**src/rtl/tcdm_port_arbiter.sv**
```systemverilog
// tcdm_port_arbiter
//   Shares one TCDM slave port among N_REQ requesters. Round-robin arbitration
//   with the selection held (locked) while the memory stalls. An in-order routing
//   FIFO remembers which requester issued each granted transaction so every
//   r_valid from memory is steered back to its owner.
//
// Ports
//   clk_i, rst_i             clock (rising edge), async active-high reset
//   req_i/add_i/wen_i/be_i/data_i   per-requester request fields (wen=1 read)
//   gnt_o, r_valid_o         per-requester grant / response valid
//   r_data_o                 response data broadcast to every requester
//   req_o/add_o/wen_o/be_o/data_o   muxed request to the memory port
//   gnt_i, r_data_i, r_valid_i      memory grant and in-order response
//   busy_o                   transactions outstanding or a request pending
module tcdm_port_arbiter #(
  parameter int N_REQ   = 2,
  parameter int AW      = 32,
  parameter int DW      = 32,
  parameter int MAX_OUT = 4
) (
  input  logic                           clk_i,
  input  logic                           rst_i,
  input  logic [N_REQ-1:0]               req_i,
  input  logic [N_REQ-1:0][AW-1:0]       add_i,
  input  logic [N_REQ-1:0]               wen_i,
  input  logic [N_REQ-1:0][DW/8-1:0]     be_i,
  input  logic [N_REQ-1:0][DW-1:0]       data_i,
  output logic [N_REQ-1:0]               gnt_o,
  output logic [N_REQ-1:0][DW-1:0]       r_data_o,
  output logic [N_REQ-1:0]               r_valid_o,
  output logic                           req_o,
  output logic [AW-1:0]                  add_o,
  output logic                           wen_o,
  output logic [DW/8-1:0]                be_o,
  output logic [DW-1:0]                  data_o,
  input  logic                           gnt_i,
  input  logic [DW-1:0]                  r_data_i,
  input  logic                           r_valid_i,
  output logic                           busy_o
);

  localparam int IW = (N_REQ > 1) ? $clog2(N_REQ) : 1;
  localparam int PW = (MAX_OUT > 1) ? $clog2(MAX_OUT) : 1;
  localparam int CW = $clog2(MAX_OUT + 1);

  logic [IW-1:0]              rr_ptr_q, rr_ptr_d;
  logic                       lock_q, lock_d;
  logic [IW-1:0]              sel_q, sel_d;
  logic [MAX_OUT-1:0][IW-1:0] mem_q, mem_d;
  logic [PW-1:0]              wr_ptr_q, wr_ptr_d;
  logic [PW-1:0]              rd_ptr_q, rd_ptr_d;
  logic [CW-1:0]              cnt_q, cnt_d;

  logic [IW-1:0] rr_sel, sel, head;
  logic          found, lock_drop, fifo_full, fifo_empty, full_blk, hs, pop;

  // Round-robin search starting at rr_ptr.
  always_comb begin
    rr_sel = rr_ptr_q;
    found  = 1'b0;
    for (int k = 0; k < N_REQ; k++) begin
      if (!found && req_i[(int'(rr_ptr_q) + k) % N_REQ]) begin
        rr_sel = IW'((int'(rr_ptr_q) + k) % N_REQ);
        found  = 1'b1;
      end
    end
  end

  assign sel        = lock_q ? sel_q : rr_sel;
  // Locked requester withdrew: hold off this cycle, re-arbitrate next cycle.
  assign lock_drop  = lock_q & ~req_i[sel_q];
  assign fifo_full  = (cnt_q == CW'(MAX_OUT));
  assign fifo_empty = (cnt_q == '0);
  // A same-cycle pop frees the slot the new push needs.
  assign full_blk   = fifo_full & ~r_valid_i;
  assign req_o      = (|req_i) & ~full_blk & ~lock_drop & ~rst_i;
  assign hs         = req_o & gnt_i;
  assign pop        = r_valid_i & ~fifo_empty & ~rst_i;
  assign head       = mem_q[rd_ptr_q];
  assign busy_o     = ~fifo_empty | req_o;

  assign add_o  = add_i[sel];
  assign wen_o  = wen_i[sel];
  assign be_o   = be_i[sel];
  assign data_o = data_i[sel];

  for (genvar i = 0; i < N_REQ; i++) begin : g_port
    assign gnt_o[i]     = hs  & (sel  == IW'(i));
    assign r_valid_o[i] = pop & (head == IW'(i));
    assign r_data_o[i]  = r_data_i;
  end

  always_comb begin
    rr_ptr_d = rr_ptr_q;
    lock_d   = lock_q;
    sel_d    = sel_q;
    mem_d    = mem_q;
    wr_ptr_d = wr_ptr_q;
    rd_ptr_d = rd_ptr_q;
    if (hs) begin
      rr_ptr_d       = (sel == IW'(N_REQ - 1)) ? '0 : sel + 1'b1;
      lock_d         = 1'b0;
      mem_d[wr_ptr_q] = sel;
      wr_ptr_d       = (wr_ptr_q == PW'(MAX_OUT - 1)) ? '0 : wr_ptr_q + 1'b1;
    end else if (req_o) begin
      // Stall: pin the selection so the memory sees a stable request.
      lock_d = 1'b1;
      sel_d  = sel;
    end else if (lock_drop) begin
      lock_d = 1'b0;
    end
    if (pop) rd_ptr_d = (rd_ptr_q == PW'(MAX_OUT - 1)) ? '0 : rd_ptr_q + 1'b1;
    cnt_d = cnt_q + CW'(hs) - CW'(pop);
  end

  always_ff @(posedge clk_i or posedge rst_i) begin
    if (rst_i) begin
      rr_ptr_q <= '0;
      lock_q   <= 1'b0;
      sel_q    <= '0;
      mem_q    <= '0;
      wr_ptr_q <= '0;
      rd_ptr_q <= '0;
      cnt_q    <= '0;
    end else begin
      rr_ptr_q <= rr_ptr_d;
      lock_q   <= lock_d;
      sel_q    <= sel_d;
      mem_q    <= mem_d;
      wr_ptr_q <= wr_ptr_d;
      rd_ptr_q <= rd_ptr_d;
      cnt_q    <= cnt_d;
    end
  end

`ifndef SYNTHESIS
  a_lock_held: assert property (@(posedge clk_i) disable iff (rst_i) !lock_drop)
    else $warning("tcdm_port_arbiter: locked requester dropped req before grant");
  a_rvalid_owner: assert property (@(posedge clk_i) disable iff (rst_i) !(r_valid_i && fifo_empty))
    else $warning("tcdm_port_arbiter: r_valid_i with no outstanding transaction, dropped");
`endif

endmodule
```
**config.mk**
```make
export PLATFORM = sky130hd
export DESIGN_NAME = tcdm_port_arbiter
export DESIGN_NICKNAME = d
export VERILOG_FILES = /design/src/rtl/tcdm_port_arbiter.sv
export SDC_FILE = /design/constraint.sdc
export NUM_CORES = 1
export LEC_CHECK = 0
export CAP_MARGIN = 20
export CORE_AREA = 2 2 121 123
export CTS_BUF_LIST = sky130_fd_sc_hd__clkbuf_4 sky130_fd_sc_hd__clkbuf_8
export CTS_CLUSTER_DIAMETER = 150
export DETAILED_ROUTE_END_ITERATION = 10
export DIE_AREA = 0 0 123 125
export SLEW_MARGIN = 20
export SYNTH_ARGS = -nofsm -noshare
export SYNTH_HDL_FRONTEND = slang
export SYNTH_SLANG_ARGS = --single-unit
```
**constraint.sdc**
```tcl
create_clock -name clk_i -period 6.8 [get_ports clk_i]
set_input_delay 1.36 -clock clk_i [delete_from_list [all_inputs] [get_ports clk_i]]
set_output_delay 1.36 -clock clk_i [all_outputs]
set_load 0.005 [all_outputs]
```
Yosys cells after proc, flatten, opt, wreduce, memory -nomap -nowiden
Cells that the tools add are included.

word-level totals
  register bits after elaboration = 14
  output and inout port bits = 139
  word-level logic and storage cells = 85

cells by class
  bitwise operators = 23
  magnitude comparators = 7
  add/sub/neg operators = 6
  eq/ne operators = 3
  reduce and logical (&&, ||, !) cells = 7
  multiplexer cells = 29

operator list
  kind                 number
  $mux 32              4
  $mux 1               18
  $and 1x1->1          12
  $lt 2x3->1 const B   3
  $not 1->1            9
  $mux 4               2
  $lt 1x2->1 const B   3
  $add 2x1->2 const B  2
  $bwmux 4             1
  $eq 2x2->1 const B   2
  $mux 2               2
  $add 3x1->3          1
  $eq 3x3->1 const B   1
  $logic_not 3->1      1
  $reduce_bool 3->1    1
  $sub 3x1->3          1
  $add 1x1->1 const B  2
  $bmux 1 s2           1
  $demux 1 s2          1
  $ge 2x1->1 const B   1
  $logic_and 1x1->1    2
  $reduce_and 2->1     1
  $reduce_or 2->1      1
  $and 1x1->1 const A  1
  2 further kinds      2

Longest topological paths before layout
Gate-level depths: netlist of the first run.

  depth in word-level cells = 10
  mapped depth = 9

Least setup slack after synthesis of the first run
OpenSTA, ideal clock, no wires.

  path type = input-to-output
  start point = input req_i[1]
  end point = output add_o[30]
  path slack = 2.801 ns
  data required time = 5.440 ns
  arrival = 2.639 ns
  stages = 5
  buffers on the path = 2
  path through = maj3_1 -> mux2i_2 -> buf_4 -> buf_4 -> mux2_2

between the ends
  word-level cells in the longest chain between the ends = 9

RTL lines
  what                                           RTL line  text
  from (decl)                                    23        input logic [N_REQ-1:0] req_i,
  $mux 1 (not written as such) (2 in series)     62        if (!found && req_i[(int'(rr_ptr_q) + k) % N_REQ]) begin
  $mux 1                                         62
  $logic_not 1->1                                62
  $logic_and 1x1->1 *                            62
  $mux 1 *                                       62
  $mux 1 *                                       69        assign sel = lock_q ? sel_q : rr_sel;
  $mux 32 (not written as such) * (2 in series)  82        assign add_o = add_i[sel];
  to (decl)                                      32        output logic [AW-1:0] add_o,

Every way passes the cells marked *; elsewhere a longest branch is shown, timed or not. The select of a mux whose other input is x is not followed.

Worst setup path in the final report of the first run
  start point = input req_i[0]
  end point = output add_o[21]

Same word-level chain as after synthesis.

==> flow_summary.toml, run 1 <==
[global_route]
grt-ovfl-total = 0
grt_pass1_vias = 2192
grt_use_total_pct = 11.7
antenna_found_initial = 1
grt_start_max_net_pins = 56
grt_pass1_wl_mm = 13.3

[placed_design]
dp_hpwl_mm = 8.66
dp_slack_ns = 1.71
place.gp.congestion = 0.849
io_buffer_count = 218
dp.cells = 541

[sta]
max_slew_margin_pct = 58.0
setup_tns_ns = 0
worst_pin_slew_ns = 0.628
min_period_ns = 5.05
worst_slack_ns = 1.75
rsz0062_at_grt = "no"
fmax_mhz = 198
finClkSkew_ns = 0.00526
period_share_pct = 74.2
hold_viol = 0
setup_viol = 0
maxSlewViolCount = 0
whs_ns = 0.502

[routing]
drc_errors = 0
first_pass_iters = 4
wire_per_inst_um = 18.1
postRouteAntennaNets = 0
via_per_inst = 3.87
drt_iter0_markers = 42
vias = 2109
wirelength_mm = 9.86

[pwr]
irDropWorstVdd_v = 0.000109
finalPower_mw = 1.11
power_density_nw_per_um2 = 271
p_leak_nw = 1.53

[critical_path]
critPathMaxFanout = 55
required_ns = 5.44
path_class = "primary input to output port"
cp.arrival_ns = 3.69
critPathLaunchType = "primary input"
end_kind = "output port"

[layout]
antenna_cells = 0
drive_gt1_share_pct = 22.7
stdcell_count = 545
multi_input_area_sq_um = 1200
fillCellCount = 1469
seqCellArea_sq_um = 350
synthToLayoutAreaGrowth_pct = 92.5
nNetsFinal = 546

[clocking]
ctsResizeCount = 0
ctsHoldBuffers = 0
htreeDepth = 1
cts-root-buf = "clkbuf_8"
clk_pin_slew_ns = 0.05
cts_buffers = 3
postCtsSetupRepairBufs = 0
clkSinkCount = 14
clock_latency_ns = 0.25
clockBufferDepth = 2
cts_tree = "built"

[worst_hold_path]
hold_class = "flip-flop to flip-flop"

[floorplan]
placementRows = 44
die_h_um = 125
dieArea_sq_um = 15400
die_x_um = 123
fp.coreArea_sq_um = 14200
ioPinCount = 315
initial_core_util_pct = 14.9

[synth]
synth_top_area_cell = "mux2_2"
synth_async_sr_flop_share_pct = 100
seq_area_frac_synth_pct = 16.5
synth_flop_cell = "dfrtp_1"
synth-edff-count = 0
ys_types = 28
yosys_warnings = 0
ys_top_cells_by_count = "71 x mux2_2, 68 x buf_4, 14 x dfrtp_1"
syn_area_sq_um = 2120
synthCells = 210
synth_fp_nets = 394
syn-mean-instance-area_sq_um = 10.1
synth_area_leaders = "mux2_2 38%, buf_4 24%, dfrtp_1 16%"
ys_seq_elements = 14
synth_top_area_share_pct = 37.7
yosysMostFrequentCell = "mux2_2"

[run_status]
outcome = "finished clean"

[flow_run]
max_cap_viol_count = 0
-- state kept, by name (all words and copies together) (netlist names) --
name and flops:
wr_ptr_q 2, cnt_q 3, sel_q 1, rr_ptr_q 1, rd_ptr_q 2, mem_q 4, lock_q 1
-- per-layer routing --
metal  global-route usage [%]  wire, um
met5                        0        17
met4                     2.67       118
met3                     11.7      2380
met2                     19.3      4540
met1                     10.1      2810
-- placed cells by master, fill, tap and decap left out, types with 2 or more instances in the layout --
cell,n
clkdlybuf4s50_1,218
mux2_2,71
dfrtp_1,14
inv_1,9
ha_1,7
nor2_1,5
a31oi_1,5
a41oi_1,4
clkbuf_8,4
mux2_1,3
nor2b_1,2
buf_4,2
-- through the flow --
| stage | utilization [%] | instance area (sq um) |
|---|---|---|
| final | 28.8 | 4090 |
| after global placement | 28.4 | 4030 |
| after CTS | 28.8 | 4090 |
| after global routing | 28.8 | 4090 |
| after detailed placement | 28.4 | 4030 |
| after floorplan | - | 2120 |
-- cell type report --
cell class / count / share of cell area, %
tap: 184 / 5.63
clock buffer: 4 / 1.35
timing repair buffer: 221 / 54.2
multi-input combinational: 113 / 29.4
sequential: 14 / 8.57
inverter: 9 / 0.826
-- cells by family (layout without fill, tap and decap cells) --
kind of cell	count (synthesis)	count (layout)	synth area share (%)
buffers and inverters	83	234	27.3
multiplexers	77	77	41.4
flip-flops	14	14	16.5
AND/OR/NAND/NOR	13	13	3.36
AO/OA/AOI/OAI	12	12	5.01
adder cells (fa/ha/maj)	9	9	5.54
XOR/XNOR	2	2	0.825
-- worst max-delay path, cell delays in order --
cell and delay [ns]:
clkdlybuf4s50_1 0.52, inv_1 0.07, maj3_1 0.36, mux2i_4 0.19, buf_12 0.28, mux2_2 0.38, clkdlybuf4s50_1 0.49
-- report_power, final --
group | leakage (nW) | switching, mW | total, mW | internal, mW
Clock | 0.0288 | 0.0295 | 0.0808 | 0.0513
Sequential | 0.163 | 0.0371 | 0.164 | 0.127
Combinational | 1.34 | 0.293 | 0.863 | 0.570
Total | 1.53 | 0.360 | 1.11 | 0.747
-- final timing paths --
kind | startpoint | end | slack [ns] | depth (start not counted)
min in group asynchronous | rst_i | mem_q[1] | 1.59 | 2
setup reg to reg | sel_q | cnt_q[2] | 4.24 | 9
hold / removal | cnt_q[2] | cnt_q[2] | 0.50 | 1
setup / recovery | req_i[0] | add_o[21] | 1.75 | 7
hold reg to reg | cnt_q[2] | cnt_q[2] | 0.50 | 1
max in group asynchronous | rst_i | rd_ptr_q[1] | 4.85 | 2
Note: power is estimated with default switching activity, not from simulation.
==> run 2, diff against run 1 <==
--- a/config.mk
+++ b/config.mk
@@ -6,11 +6,11 @@
 export NUM_CORES = 1
 export LEC_CHECK = 0
 export CAP_MARGIN = 20
-export CORE_AREA = 2 2 121 123
+export CORE_AREA = 2 2 123 125
 export CTS_BUF_LIST = sky130_fd_sc_hd__clkbuf_4 sky130_fd_sc_hd__clkbuf_8
 export CTS_CLUSTER_DIAMETER = 150
 export DETAILED_ROUTE_END_ITERATION = 10
-export DIE_AREA = 0 0 123 125
+export DIE_AREA = 0 0 125 127
 export SLEW_MARGIN = 20
 export SYNTH_ARGS = -nofsm -noshare
 export SYNTH_HDL_FRONTEND = slang
==> constraint.sdc (replaced) <==
create_clock -name clk_i -period 5.1 [get_ports clk_i]
set_input_delay 1.02 -clock clk_i [delete_from_list [all_inputs] [get_ports clk_i]]
set_output_delay 1.02 -clock clk_i [all_outputs]
set_load 0.005 [all_outputs]
==> run 2 against run 1 <==
  * Design area unchanged
  * Via count up 0.14%
  * Flip-flop and latch count unchanged
  * Critical endpoint is now data_o[19]
  * Largest power group unchanged
==> flow_summary.toml, run 2 (synthesized netlist as in run 1, its figures left out) <==
[run_status]
outcome = "finished clean"

[critical_path]
worstPathCellList = "clkdlybuf4s50_1 > inv_1 > maj3_1 > mux2i_4 > buf_4 > mux2_2 > clkdlybuf4s50_1"
required_ns = 4.08
cp_top_family = "buffers and inverters"
path_class = "primary input to output port"
cpMostUsedCell = "clkdlybuf4s50_1"
cp_slowest_cell = "clkdlybuf4s50_1"
critPathMaxFanout = 39
end_kind = "output port"
critPathBufInv = 4
slowest_delay_ns = 0.50
critPathLaunchType = "primary input"
cp.arrival_ns = 3.50

[routing]
drt_iter0_markers = 31
via_per_inst = 3.88
drc_errors = 0
postRouteAntennaNets = 0
wire_per_inst_um = 17.1
vias = 2112
first_pass_iters = 4
wirelength_mm = 9.33

[placed_design]
dp.cells = 541
io_buffer_count = 218
place.gp.congestion = 0.791
dp_hpwl_mm = 8.12

[floorplan]
fp.coreArea_sq_um = 14400
die_x_um = 125
die_h_um = 127
placementRows = 44
initial_core_util_pct = 14.7
dieArea_sq_um = 15900
ioPinCount = 315

[layout]
synthToLayoutAreaGrowth_pct = 92.5
stdcell_count = 545
final_common_cell = "clkdlybuf4s50_1"
largest_reg_flops = 4
top_regs = "mem_q (4), cnt_q (3)"
nNetsFinal = 546
antenna_cells = 0
drive_gt1_share_pct = 22.7
layout_common_cells = "218 x clkdlybuf4s50_1, 71 x mux2_2, 14 x dfrtp_1"
top_register = "mem_q"

[clocking]
clockBufferDepth = 2
clock_latency_ns = 0.24
postCtsSetupRepairBufs = 0
cts_buffers = 3
htreeDepth = 1
clk_pin_slew_ns = 0.06
clkSinkCount = 14
cts_tree = "built"
cts-root-buf = "clkbuf_8"
ctsHoldBuffers = 0
ctsResizeCount = 0

[pwr]
p_switching_mw = 0.492
p_comb_share_pct = 78.0
irDropWorstVdd_v = 0.000142
p_leak_nw = 1.53
internal-power_mw = 0.997
seq_power_share_pct = 14.7
clockPowerShare_pct = 7.3
power_density_nw_per_um2 = 364
switching_share_pct = 33.1

[sta]
setup_viol = 0
finClkSkew_ns = 0.00129
worst_pin_slew_ns = 0.564
min_period_ns = 4.52
hold_viol = 0
max_slew_margin_pct = 62.3
maxSlewViolCount = 0
period_share_pct = 88.6
fmax_mhz = 221
rsz0062_at_grt = "no"
setup_tns_ns = 0

[global_route]
grt_use_total_pct = 11.0
grt_start_max_net_pins = 40
grt_pass1_wl_mm = 13.5
grt_pass1_vias = 2286
antenna_found_initial = 1
grt-ovfl-total = 0

[flow_run]
max_cap_viol_count = 0

[worst_hold_path]
hold_class = "flip-flop to flip-flop"
[run 2: cell type report]
type / count / area [sq um]
inverters: 9 / 33.8
flip-flops and latches: 14 / 350
clock buffers: 4 / 55.1
repair buffers: 221 / 2220
multi-input cells: 113 / 1200
well taps: 184 / 230
fillers: 1511 / 10300
[run 2: path summary, 6_finish.rpt]
check / from / to / slack, ns / cells after the start
max in group asynchronous: rst_i / mem_q[0] / 3.51 / 2
setup / recovery: req_i[0] / data_o[19] / 0.58 / 7
setup reg to reg: sel_q / cnt_q[2] / 2.53 / 9
hold reg to reg: cnt_q[2] / cnt_q[2] / 0.49 / 1
min in group asynchronous: rst_i / cnt_q[2] / 1.24 / 2
hold / removal: cnt_q[2] / cnt_q[2] / 0.49 / 1
[run 2: worst reg2reg max path, stage by stage, from the launching register on]
cell and delay [ns]:
dfrtp_1 0.43, mux2i_1 0.19, a2111oi_4 0.41, nand2_2 0.20, ha_1 0.33, inv_1 0.04, ha_1 0.18, fa_1 0.39
xor2_1 0.16, xnor2_1 0.12
[run 2: metal layers]
layer	up-vias	track usage (%)	wire (um)
li1	966	-	-
met1	953	13.7	3800
met2	187	17.6	4210
met3	4	6.07	1290
met4	2	0.588	15
met5	-	0	17
[run 2: power by group through the flow]
stage	Clock [mW]	Sequential [mW]	Combinational (mW)
after floorplan	0	0.207	0.627
after global placement	0	0.219	1.16
after detailed placement	0	0.222	1.17
after CTS	0.110	0.221	1.18
after global routing	0.119	0.229	1.25
final	0.109	0.219	1.16
[run 2: metrics by stage]
step	util, %	power (mW)	hold WS [ns]	worst slack [ns]	instance area, sq um
4_1_cts	28.3	1.51	0.494	0.541	4090
3_5_place_dp	28.0	1.40	0.482	0.553	4030
3_3_place_gp	28.0	1.38	0.476	0.571	4030
2_1_floorplan	-	0.834	0.461	1.78	2120
6_report	28.3	1.49	0.493	0.582	4090
5_1_grt	28.3	1.60	0.531	0.448	4090
==> run 3, diff against run 2 <==
--- a/config.mk
+++ b/config.mk
@@ -6,11 +6,11 @@
 export NUM_CORES = 1
 export LEC_CHECK = 0
 export CAP_MARGIN = 20
-export CORE_AREA = 2 2 123 125
+export CORE_AREA = 2 2 121 123
 export CTS_BUF_LIST = sky130_fd_sc_hd__clkbuf_4 sky130_fd_sc_hd__clkbuf_8
 export CTS_CLUSTER_DIAMETER = 150
 export DETAILED_ROUTE_END_ITERATION = 10
-export DIE_AREA = 0 0 125 127
+export DIE_AREA = 0 0 123 125
 export SLEW_MARGIN = 20
 export SYNTH_ARGS = -nofsm -noshare
 export SYNTH_HDL_FRONTEND = slang
==> constraint.sdc (replaced) <==
create_clock -name clk_i -period 5.58 [get_ports clk_i]
set_input_delay 1.116 -clock clk_i [delete_from_list [all_inputs] [get_ports clk_i]]
set_output_delay 1.116 -clock clk_i [all_outputs]
set_load 0.005 [all_outputs]
==> run 3 against run 2 <==
  * Clock skew is 0.0019 ns higher
  * Design area is 0.31% lower
  * Via count is 1.2% lower
  * First-iteration DRC count stayed put
  * Combinational power is 10% lower
  * Hold slack worse by 0.0016 ns
  * Clock power is 11% lower
  * Cell count stayed put
  * Sequential power is 8% lower
  * Largest power group unchanged
==> flow_summary.toml, run 3 (synthesized netlist as in run 1, its figures left out) <==
[run_status]
outcome = "finished clean"

[floorplan]
dieArea_sq_um = 15400
die_x_um = 123
initial_core_util_pct = 14.9
die_h_um = 125
placementRows = 44
ioPinCount = 315
fp.coreArea_sq_um = 14200

[clocking]
cts_buffers = 3
htreeDepth = 1
ctsHoldBuffers = 0
postCtsSetupRepairBufs = 0
clkSinkCount = 14
clockBufferDepth = 2
clk_pin_slew_ns = 0.05
clock_latency_ns = 0.24
ctsResizeCount = 0
cts-root-buf = "clkbuf_8"
cts_tree = "built"

[sta]
whs_ns = 0.491
max_slew_margin_pct = 53.1
fmax_mhz = 208
period_share_pct = 86.3
finClkSkew_ns = 0.00321
worst_pin_slew_ns = 0.704
worst_slack_ns = 0.763
setup_viol = 0
rsz0062_at_grt = "no"
setup_tns_ns = 0
hold_viol = 0
maxSlewViolCount = 0
min_period_ns = 4.82

[placed_design]
io_buffer_count = 218
place.gp.congestion = 0.812
dp_slack_ns = 0.716
dp_hpwl_mm = 8.75

[critical_path]
worstPathCellList = "clkdlybuf4s50_1 > inv_1 > maj3_1 > mux2i_4 > buf_4 > mux2_2 > clkdlybuf4s50_1"
required_ns = 4.46
cpMostUsedCell = "clkdlybuf4s50_1"
cp_slowest_cell = "buf_4"
critPathLaunchType = "primary input"
slowest_delay_ns = 0.55
cp.arrival_ns = 3.70
critPathMaxFanout = 55
critPathBufInv = 4
path_class = "primary input to output port"
end_kind = "output port"
cp_top_family = "buffers and inverters"

[global_route]
grt-ovfl-total = 0
antenna_found_initial = 1
grt_pass1_vias = 2222
grt_pass1_wl_mm = 13.6
grt_use_total_pct = 11.8
grt_start_max_net_pins = 56

[layout]
drive_gt1_share_pct = 22.7
layout_common_cells = "218 x clkdlybuf4s50_1, 71 x mux2_2, 14 x dfrtp_1"
nNetsFinal = 546
largest_reg_flops = 4
final_common_cell = "clkdlybuf4s50_1"
final_util_pct = 28.7
synthToLayoutAreaGrowth_pct = 91.9
top_register = "mem_q"
antenna_cells = 0
top_regs = "mem_q (4), cnt_q (3)"
fillCellCount = 1489

[routing]
via_per_inst = 3.83
drt_iter0_markers = 31
wirelength_mm = 9.96
vias = 2086
postRouteAntennaNets = 0
wire_per_inst_um = 18.3
drc_errors = 0
first_pass_iters = 3

[flow_run]
max_cap_viol_count = 0

[pwr]
irDropWorstVdd_v = 0.000126
p_leak_nw = 1.53
power_density_nw_per_um2 = 329

[worst_hold_path]
hold_class = "flip-flop to flip-flop"
-- run 3: cell count changes in the layout (fill, tap and decap cells not counted) --
cell    before  now
buf_4        2    3
buf_12       1    0
-- run 3: cell type report --
type                       count  area, sq um  area share, %
timing repair buffer         221         2200           54.1
tap                          184          230           5.65
sequential                    14          350           8.60
clock buffer                   4         55.1           1.35
inverter                       9         33.8          0.829
multi-input combinational    113         1200           29.5
-- run 3: final timing paths --
check | start | to | slack [ns] | cells after the start
worst max-delay path | req_i[0] | add_o[21] | 0.76 | 7
worst min-delay path | cnt_q[2] | cnt_q[2] | 0.49 | 1
worst max register to register | sel_q | cnt_q[2] | 3.01 | 9
worst min register to register | cnt_q[2] | cnt_q[2] | 0.49 | 1
max in group asynchronous | rst_i | mem_q[3] | 3.88 | 2
min in group asynchronous | rst_i | wr_ptr_q[0] | 1.34 | 2
-- run 3: report_power, final --
group          internal (mW)  total (mW)  switching (mW)
clock network         0.0624      0.0972          0.0348
registers              0.154       0.201          0.0464
logic                  0.684        1.04           0.358
-- run 3: worst register-to-register path: stages, from the launching register on --
cell and delay [ns]:
dfrtp_1 0.43, mux2i_1 0.19, a2111oi_4 0.41, nand2_2 0.20, ha_1 0.34, inv_1 0.04
ha_1 0.18, fa_1 0.38, xor2_1 0.16, xnor2_1 0.13
-- run 3: layer usage --
metal  share of wire, %  track usage, %  vias up  wire [um]
met5               0.17               0        -         17
met4                1.5            2.54        2        153
met3                 24            11.8       14       2350
met2                 46            19.4      166       4540
met1                 29            10.3      935       2900
li1                   -               -      969          -
-- run 3: stage by stage --
| stage | instance area, sq um | std cells | power (mW) |
|---|---|---|---|
| after floorplan | 2120 | 210 | 0.762 |
| after global placement | 4020 | 541 | 1.24 |
| after detailed placement | 4020 | 541 | 1.26 |
| after CTS | 4080 | 545 | 1.37 |
| after global routing | 4080 | 545 | 1.45 |
| final | 4080 | 545 | 1.34 |
